==> src/rtl/muldiv_pkg.sv <==
// Shared types and constants for the iterative RV32M multiply/divide unit.
// Op encodings follow funct3 of the M-extension instructions.
package muldiv_pkg;

    typedef enum logic [2:0] {
        OP_MUL    = 3'b000,
        OP_MULH   = 3'b001,
        OP_MULHSU = 3'b010,
        OP_MULHU  = 3'b011,
        OP_DIV    = 3'b100,
        OP_DIVU   = 3'b101,
        OP_REM    = 3'b110,
        OP_REMU   = 3'b111
    } op_e;

    typedef enum logic [1:0] {
        IDLE = 2'd0,
        CALC = 2'd1,
        DONE = 2'd2
    } state_e;

    localparam logic [31:0] DIV_BY_ZERO = 32'hFFFF_FFFF;
    localparam logic [31:0] SIGNED_MIN  = 32'h8000_0000;

endpackage

==> src/rtl/muldiv_unit.sv <==
// Iterative RV32M multiply/divide: shift-add multiply and restoring divide on magnitudes,
// sharing the operand registers, iteration counter and final sign-fixup negation.
module muldiv_unit
    import muldiv_pkg::*;
#(
    parameter int DATA_WIDTH    = 32,
    parameter int OPCODE_LENGTH = 3
) (
    input  logic                     clk,
    input  logic                     reset,
    input  logic                     Start,
    input  logic [OPCODE_LENGTH-1:0] Funct3,
    input  logic [DATA_WIDTH-1:0]    SrcA,
    input  logic [DATA_WIDTH-1:0]    SrcB,
    input  logic                     Flush,
    output logic                     Busy,
    output logic                     StallReq,
    output logic                     Done,
    output logic [DATA_WIDTH-1:0]    Result
);

    localparam int CW = $clog2(DATA_WIDTH);

    state_e                state, state_nx;
    logic [CW-1:0]         counter;
    logic [2:0]            op;
    logic                  neg;
    logic [DATA_WIDTH-1:0] hi, lo, opb;

    // Operand decode on the live inputs, used only on the accept edge
    op_e                   f_in;
    logic                  a_sgn, b_sgn, a_neg, b_neg, dbz, ovf, special, accept, last;
    logic [DATA_WIDTH-1:0] a_mag, b_mag, spec_res;

    always_comb begin
        f_in    = op_e'(Funct3);
        a_sgn   = (f_in inside {OP_MUL, OP_MULH, OP_MULHSU, OP_DIV, OP_REM});
        b_sgn   = (f_in inside {OP_MUL, OP_MULH, OP_DIV, OP_REM});
        a_neg   = a_sgn & SrcA[DATA_WIDTH-1];
        b_neg   = b_sgn & SrcB[DATA_WIDTH-1];
        a_mag   = a_neg ? (~SrcA + 1'b1) : SrcA;
        b_mag   = b_neg ? (~SrcB + 1'b1) : SrcB;
        dbz     = Funct3[2] & (SrcB == '0);
        ovf     = (f_in inside {OP_DIV, OP_REM}) & (SrcA == SIGNED_MIN) & (SrcB == '1);
        special = dbz | ovf;
        if (dbz)
            spec_res = Funct3[1] ? SrcA : DIV_BY_ZERO;
        else
            spec_res = Funct3[1] ? '0 : SIGNED_MIN;
        accept  = (state == IDLE) & Start & ~Flush;
        last    = (state == CALC) & ~Flush & (counter == CW'(DATA_WIDTH - 1));
    end

    // One iteration of either algorithm; {hi,lo} is product or {remainder,quotient}
    logic [DATA_WIDTH:0]   sum, shifted;
    logic [DATA_WIDTH-1:0] hi_nx, lo_nx;

    always_comb begin
        sum     = {1'b0, hi} + (lo[0] ? {1'b0, opb} : '0);
        shifted = {hi, lo[DATA_WIDTH-1]};
        if (op[2]) begin
            if (shifted >= {1'b0, opb}) begin
                hi_nx = shifted[DATA_WIDTH-1:0] - opb;
                lo_nx = {lo[DATA_WIDTH-2:0], 1'b1};
            end else begin
                hi_nx = shifted[DATA_WIDTH-1:0];
                lo_nx = {lo[DATA_WIDTH-2:0], 1'b0};
            end
        end else begin
            hi_nx = sum[DATA_WIDTH:1];
            lo_nx = {sum[0], lo[DATA_WIDTH-1:1]};
        end
    end

    // Sign fixup: negating the high half of a 2W product only carries in when the low half is zero
    logic                  sel_hi, cin;
    logic [DATA_WIDTH-1:0] raw, fixed;

    always_comb begin
        sel_hi = op[2] ? op[1] : (op[1:0] != 2'b00);
        raw    = sel_hi ? hi_nx : lo_nx;
        cin    = (~op[2] & sel_hi) ? (lo_nx == '0) : 1'b1;
        fixed  = neg ? (~raw + {{(DATA_WIDTH-1){1'b0}}, cin}) : raw;
    end

    always_ff @(posedge clk) begin
        if (!reset)
            state <= IDLE;
        else
            state <= state_nx;
    end

    always_comb begin
        state_nx = state;
        case (state)
            IDLE:    if (accept) state_nx = special ? DONE : CALC;
            CALC:    if (Flush) state_nx = IDLE;
                     else if (last) state_nx = DONE;
            DONE:    state_nx = IDLE;
            default: state_nx = IDLE;
        endcase
    end

    always_ff @(posedge clk) begin
        if (!reset) begin
            counter <= '0;
            op      <= '0;
            neg     <= 1'b0;
            hi      <= '0;
            lo      <= '0;
            opb     <= '0;
            Result  <= '0;
        end else if (accept) begin
            counter <= '0;
            op      <= Funct3;
            neg     <= (Funct3[2] & Funct3[1]) ? a_neg : (a_neg ^ b_neg);
            hi      <= '0;
            lo      <= Funct3[2] ? a_mag : b_mag;
            opb     <= Funct3[2] ? b_mag : a_mag;
            if (special)
                Result <= spec_res;
        end else if (state == CALC && !Flush) begin
            counter <= counter + 1'b1;
            hi      <= hi_nx;
            lo      <= lo_nx;
            if (last)
                Result <= fixed;
        end
    end

    assign Busy     = (state == CALC);
    assign Done     = (state == DONE);
    assign StallReq = reset & (((state == IDLE) & Start) | (state == CALC));

endmodule

==> config.mk <==
export PLATFORM = sky130hd
export DESIGN_NAME = muldiv_unit
export DESIGN_NICKNAME = d
export VERILOG_FILES = /design/src/rtl/muldiv_pkg.sv /design/src/rtl/muldiv_unit.sv
export SDC_FILE = /design/constraint.sdc
export NUM_CORES = 1
export LEC_CHECK = 0
export CORE_ASPECT_RATIO = 1.75
export CORE_UTILIZATION = 45
export DETAILED_ROUTE_END_ITERATION = 10
export PLACE_DENSITY = 0.74
export REMOVE_ABC_BUFFERS = 1
export SKIP_CTS_REPAIR_TIMING = 1
export SYNTH_ARGS = -nofsm -noshare
export SYNTH_HDL_FRONTEND = slang
export SYNTH_SLANG_ARGS = --single-unit
==> constraint.sdc <==
create_clock -name clk -period 12.6 [get_ports clk]
set_input_delay 1.26 -clock clk [delete_from_list [all_inputs] [get_ports clk]]
set_output_delay 1.26 -clock clk [all_outputs]
set_load 0.02 [all_outputs]
**After elaboration in Yosys (flattened, before gate mapping)**

Index checks and enable logic that the tools add are counted.

- Add/sub/neg operators: 6
- Reductions and logical operators: 15
- $lt $le $gt $ge: 1
- Equal/unequal tests: 12
- Mux-type cells: 28
- Bitwise operators: 21

Operator list:

| cell | count |
|---|---|
| $mux W32 | 19 |
| $not A32 Y32 | 3 |
| $add A32 B1 Y32 const B | 2 |
| $eq A32 B32 Y1 const B | 2 |
| $logic_not A32 Y1 | 2 |
| $add A32 B32 Y33 | 1 |
| $ge A33 B32 Y1 | 1 |
| $add A32 B1 Y32 | 1 |
| $sub A32 B32 Y32 | 1 |
| $and A1 B1 Y1 | 12 |
| $mux W2 | 4 |
| $reduce_bool A2 Y1 | 4 |
| $eq A3 B3 Y1 const B | 2 |
| $add A5 B1 Y5 const B | 1 |
| $eq A5 B5 Y1 const B | 1 |
| $reduce_bool A5 Y1 | 1 |
| $mux W1 | 4 |
| $ne A2 B2 Y1 const B | 2 |
| $pmux W2 S2 | 1 |
| $reduce_bool A4 Y1 | 1 |
| $eq A3 B1 Y1 const B | 1 |
| $eq A3 B2 Y1 const B | 1 |
| $logic_not A3 Y1 | 1 |
| $ne A3 B2 Y1 const B | 1 |
| 11 further kinds | 14 |

- Word-level logic and storage cells: 91
- Output and inout bits: 35
- Input port bits: 71
- Register bits after elaboration: 139

**Depth between registers and ports, before layout**

- Word-level depth: 10
- Depth in mapped cells: 23

**Least setup slack after synthesis**

OpenSTA, ideal clock, no wires.

- Kind: register to register
- From: register opb[13]
- To: register Result[22]
- Slack: 7.748 ns
- Buffers on the path: 3
- Arrival time: 4.725 ns
- Cell stages (with the launch flop): 23
- Library setup time: 0.127 ns
- Cells stage by stage: dfxtp_1 > inv_1 > ha_1 > buf_4 > nand4_1 > or4_1 > o311a_1 > a21o_2 > nand2_4 > buf_6 > clkbuf_1 > a21oi_1 > a21oi_1 > a21o_1 > ha_1 > ha_1 > inv_1 > nor2_1 > nand4_4 > nor4b_4 > nand3_1 > mux2_1 > or3_1

- Longest elaborated chain between the ends: 10

RTL lines:

| item | line | source |
|---|---|---|
| start: declaration | muldiv_unit.sv:28 | `logic [DATA_WIDTH-1:0] hi, lo, opb;` |
| start signal: assignment | muldiv_unit.sv:119 | `opb <= Funct3[2] ? b_mag : a_mag;` |
| $ge A33 B32 Y1 (tied with other cells) | muldiv_unit.sv:62 | `if (shifted >= {1'b0, opb}) begin` |
| $mux W1 (tied with other cells) | muldiv_unit.sv:62 |  |
| $mux W32 | muldiv_unit.sv:61 | `if (op[2]) begin` |
| $logic_not A32 Y1 / $mux W32 (equally long branches) | muldiv_unit.sv:82, muldiv_unit.sv:81 |  |
| $mux W1 / $not A32 Y32 (equally long branches) | muldiv_unit.sv:82, muldiv_unit.sv:83 |  |
| $add A32 B1 Y32 | muldiv_unit.sv:83 | `fixed = neg ? (~raw + {{(DATA_WIDTH-1){1'b0}}, cin}) : raw;` |
| $mux W32 (*) | muldiv_unit.sv:83 |  |
| $mux W32 (*) | muldiv_unit.sv:126 | `if (last)` |
| $mux W32 (*) | muldiv_unit.sv:122 | `end else if (state == CALC && !Flush) begin` |
| $mux W32 (*) | muldiv_unit.sv:113 | `end else if (accept) begin` |
| end signal: assignment | muldiv_unit.sv:121 | `Result <= spec_res;` |
| end signal: assignment | muldiv_unit.sv:127 | `Result <= fixed;` |
| end: declaration | muldiv_unit.sv:19 | `output logic [DATA_WIDTH-1:0] Result` |

Every way passes the cells marked *; elsewhere a longest branch is shown, timed or not. The select of a mux whose other input is x is not followed.
A chain may end at the register's enable or synchronous reset.

**Final worst setup path**

- From: register hi[13]
- To: register Result[23]

- Longest elaborated chain between the ends: 10

RTL lines:

| item | line | source |
|---|---|---|
| start: declaration | muldiv_unit.sv:28 |  |
| start signal: assignment | muldiv_unit.sv:124 | `hi <= hi_nx;` |
| $ge A33 B32 Y1 / $sub A32 B32 Y32 (equally long branches) | muldiv_unit.sv:62, muldiv_unit.sv:63 |  |
| $mux W1 / $mux W32 (equally long branches) | muldiv_unit.sv:62 |  |
| $mux W32 | muldiv_unit.sv:61 |  |
| $logic_not A32 Y1 / $mux W32 (equally long branches) | muldiv_unit.sv:82, muldiv_unit.sv:81 |  |
| $mux W1 / $not A32 Y32 (equally long branches) | muldiv_unit.sv:82, muldiv_unit.sv:83 |  |
| $add A32 B1 Y32 | muldiv_unit.sv:83 |  |
| $mux W32 (*) | muldiv_unit.sv:83 |  |
| $mux W32 (*) | muldiv_unit.sv:126 |  |
| $mux W32 (*) | muldiv_unit.sv:122 |  |
| $mux W32 (*) | muldiv_unit.sv:113 |  |

Marks and branches as above.

==> results.sh <==
export IMPL_status="finished, final reports clean"
export IMPL_h_tree_depth=4
export IMPL_cap_violations=0
export IMPL_fin_hold_ws_ps=462.4
export IMPL_post_dp_hpwl_mm=46.02
export IMPL_regArea_sq_um=2786
export IMPL_grt_ovfl_total=0
export IMPL_clk_latency_ps=460
export IMPL_core_area_sq_um=32330
export IMPL_cts_sinks=139
export IMPL_rows=87
export IMPL_die_x_microns=139.3
export IMPL_finalClockSkew_ps=12.48
export IMPL_synth_edf_count=0
export IMPL_drtIter0Drc=1364
export IMPL_finalNetCount=2282
export IMPL_drcViolationCount=0
export IMPL_crit_type="register to register"
export IMPL_synthArstFlopShare=0
export IMPL_synth_cell_types=110
export IMPL_grt_max_degree=76
export IMPL_yosys_warnings=0
export IMPL_synth_area_sq_um=14850
export IMPL_crit_arrival_ps=6520
export IMPL_cp_slowest_cell="or4_1"
export IMPL_swShare=0.3897
export IMPL_period_minus_slack_ps=6185
export IMPL_finalHoldViolations=0
export IMPL_crit_family="simple AND/OR/NAND/NOR gates"
export IMPL_ant_nets=0
export IMPL_start_util=0.4593
export IMPL_synthCells=2132
export IMPL_ir_drop_uv=90.92
export IMPL_drive_gt1_frac=0.05300
export IMPL_n_fill_cell=3186
export IMPL_rsz0062_at_grt="no"
export IMPL_crit_required_ps=12940
export IMPL_pwr_share_seq=0.297
export IMPL_io_pin_count=106
export IMPL_p_int_uw=993.0
export IMPL_yosysTopAreaCell="dfxtp_1"
export IMPL_p_per_area_nw_per_um2=98.14
export IMPL_worstPathCellList="ha_1 > nand4_1 > or4_1 > o311a_1 > a21o_2 > nand2_4 > a21oi_1 > a21oi_1 > a21o_1 > ha_1 > inv_1 > a2111oi_2 > nand3_1 > nor4_2 > nand4_1 > mux2_1 > or3_1"
export IMPL_path_buf_inv=1
export IMPL_cts_buffer_depth=2
export IMPL_grt_pass1_wl_mm=91.77
export IMPL_place_gp_congestion=0.9867
export IMPL_grt_pass1_vias=16100
export IMPL_antenna_found_initial=0
export IMPL_fp_dieArea_sq_um=33760
export IMPL_crit_path_start_kind="register"
export IMPL_p_switching_uw=634.0
export IMPL_wl_per_cell_microns=23.73
export IMPL_die_y_microns=242.3
export IMPL_synth_commonest_cells="285 x nand2_1, 211 x a21oi_1, 193 x nor2_1, 157 x o21ai_0, 139 x dfxtp_1"
export IMPL_yosysMostFrequentCell="nand2_1"
export IMPL_combPwrFrac=0.362
export IMPL_drv_slew=0
export IMPL_synth_seq_area_share=0.1874
export IMPL_cts_made_buffers=17
export IMPL_hp_class="register to register"
export IMPL_numPortBuffers=105
export IMPL_cts_tree="done"
export IMPL_period_share=0.4909
export IMPL_n_antenna_cell=0
export IMPL_slew_headroom=0.08284
export IMPL_path_clk_slew_ps=60
export IMPL_timing_fmax_mhz=161.7
export IMPL_clkPwrFrac=0.342
export IMPL_first_pass_iters=8
export IMPL_area_delta_synth_final_pct=11.65
export IMPL_tightest_slew_ps=1371
export IMPL_viasPerCell=6.581
export IMPL_slowest_delay_ps=700
export IMPL_synth_ff_type="dfxtp_1"
export IMPL_yosysTopAreaCellShare=0.1874
export IMPL_grt_usage=0.3543
export IMPL_power_leakage_uw=0.006075
export IMPL_synthTopCellsByArea="dfxtp_1 19%, nand2_1 7.2%, a21oi_1 7.1%"
export IMPL_routed_wl_mm=60.52
export IMPL_synth_seq_cells=139
export IMPL_setup_violations=0
export IMPL_multiInputGateArea_sq_um=11170
export IMPL_syn_area_per_cell_sq_um=6.965
export IMPL_crit_fanout=32
export IMPL_cp_end_kind="register"
export IMPL_cts_root_buffer="clkbuf_16"
export IMPL_finalSetupTns_ps=0
export IMPL_vias=16790
[sequential cells by signal (all words and copies together), names as in the netlist]
register  count
hi           32
lo           32
op            3
counter       5
state         2
neg           1
Result       32
opb          32
[cell families after synthesis]
| kind of cell | share of synthesized area |
|---|---|
| xor+xnor | 0.07373 |
| flops | 0.1874 |
| mux | 0.03345 |
| simple gates | 0.2540 |
| fa+ha+maj | 0.06252 |
| compound gates | 0.3268 |
| buf+inv | 0.06201 |
[placed cells by master, fill, tap and decap left out, drive strengths merged, types with 45 or more instances in the layout]
cell type      instances
nand2                288
a21oi                213
nor2                 193
o21ai                160
dfxtp                139
clkdlybuf4s50        104
o211ai                95
inv                   79
xnor2                 72
ha                    71
xor2                  53
and2                  48
nor3                  45
[power by group through the flow]
stage	logic (uW)	registers [uW]	clock network, uW
after detailed placement	566	491	0
after global placement	563	491	0
after global routing	628	485	573
after CTS	571	482	558
final	588	483	556
after floorplan	372	485	0
[worst min-delay path, cell delays in order, from the launching register on]
cell	delay [ps]
dfxtp_1	310
nand2_1	50
a21oi_1	50
[path summary, 6_finish.rpt]
path                              start    endpoint  cells after the start  slack, ps
worst min-delay path            opb[22]     opb[22]                      2        460
worst max-delay path             hi[13]  Result[23]                     17       6410
worst max register to register   hi[13]  Result[23]                     17       6410
worst min register to register  opb[22]     opb[22]                      2        460
[cell type report]
type	instances	area share
clock buffers	21	0.02717
clock inverters	11	0.01019
inverters	79	0.01789
multi-input cells	1774	0.6735
flip-flops and latches	139	0.1681
well taps	400	0.03019
repair buffers	127	0.07305
[metrics by stage]
step | instances | utilization | area (sq um) | worst slack, ps | power [uW]
after detailed placement | 2519 | 0.4937 | 15960 | 6646 | 1058
after floorplan | 1992 | - | 14220 | 3692 | 856.9
after CTS | 2551 | 0.5128 | 16580 | 6630 | 1610
after global placement | 2519 | 0.4937 | 15960 | 6826 | 1054
after global routing | 2551 | 0.5128 | 16580 | 6246 | 1686
final | 2551 | 0.5128 | 16580 | 6415 | 1627
[layer usage]
metal / global-route usage / wire length, microns / share of wire
met5: 0 / 0 / 0
met4: 0.2565 / 4336 / 0.072
met3: 0.04784 / 4233 / 0.070
met2: 0.6060 / 29240 / 0.48
met1: 0.4018 / 22720 / 0.38
Power figures use the tool's default switching activity.
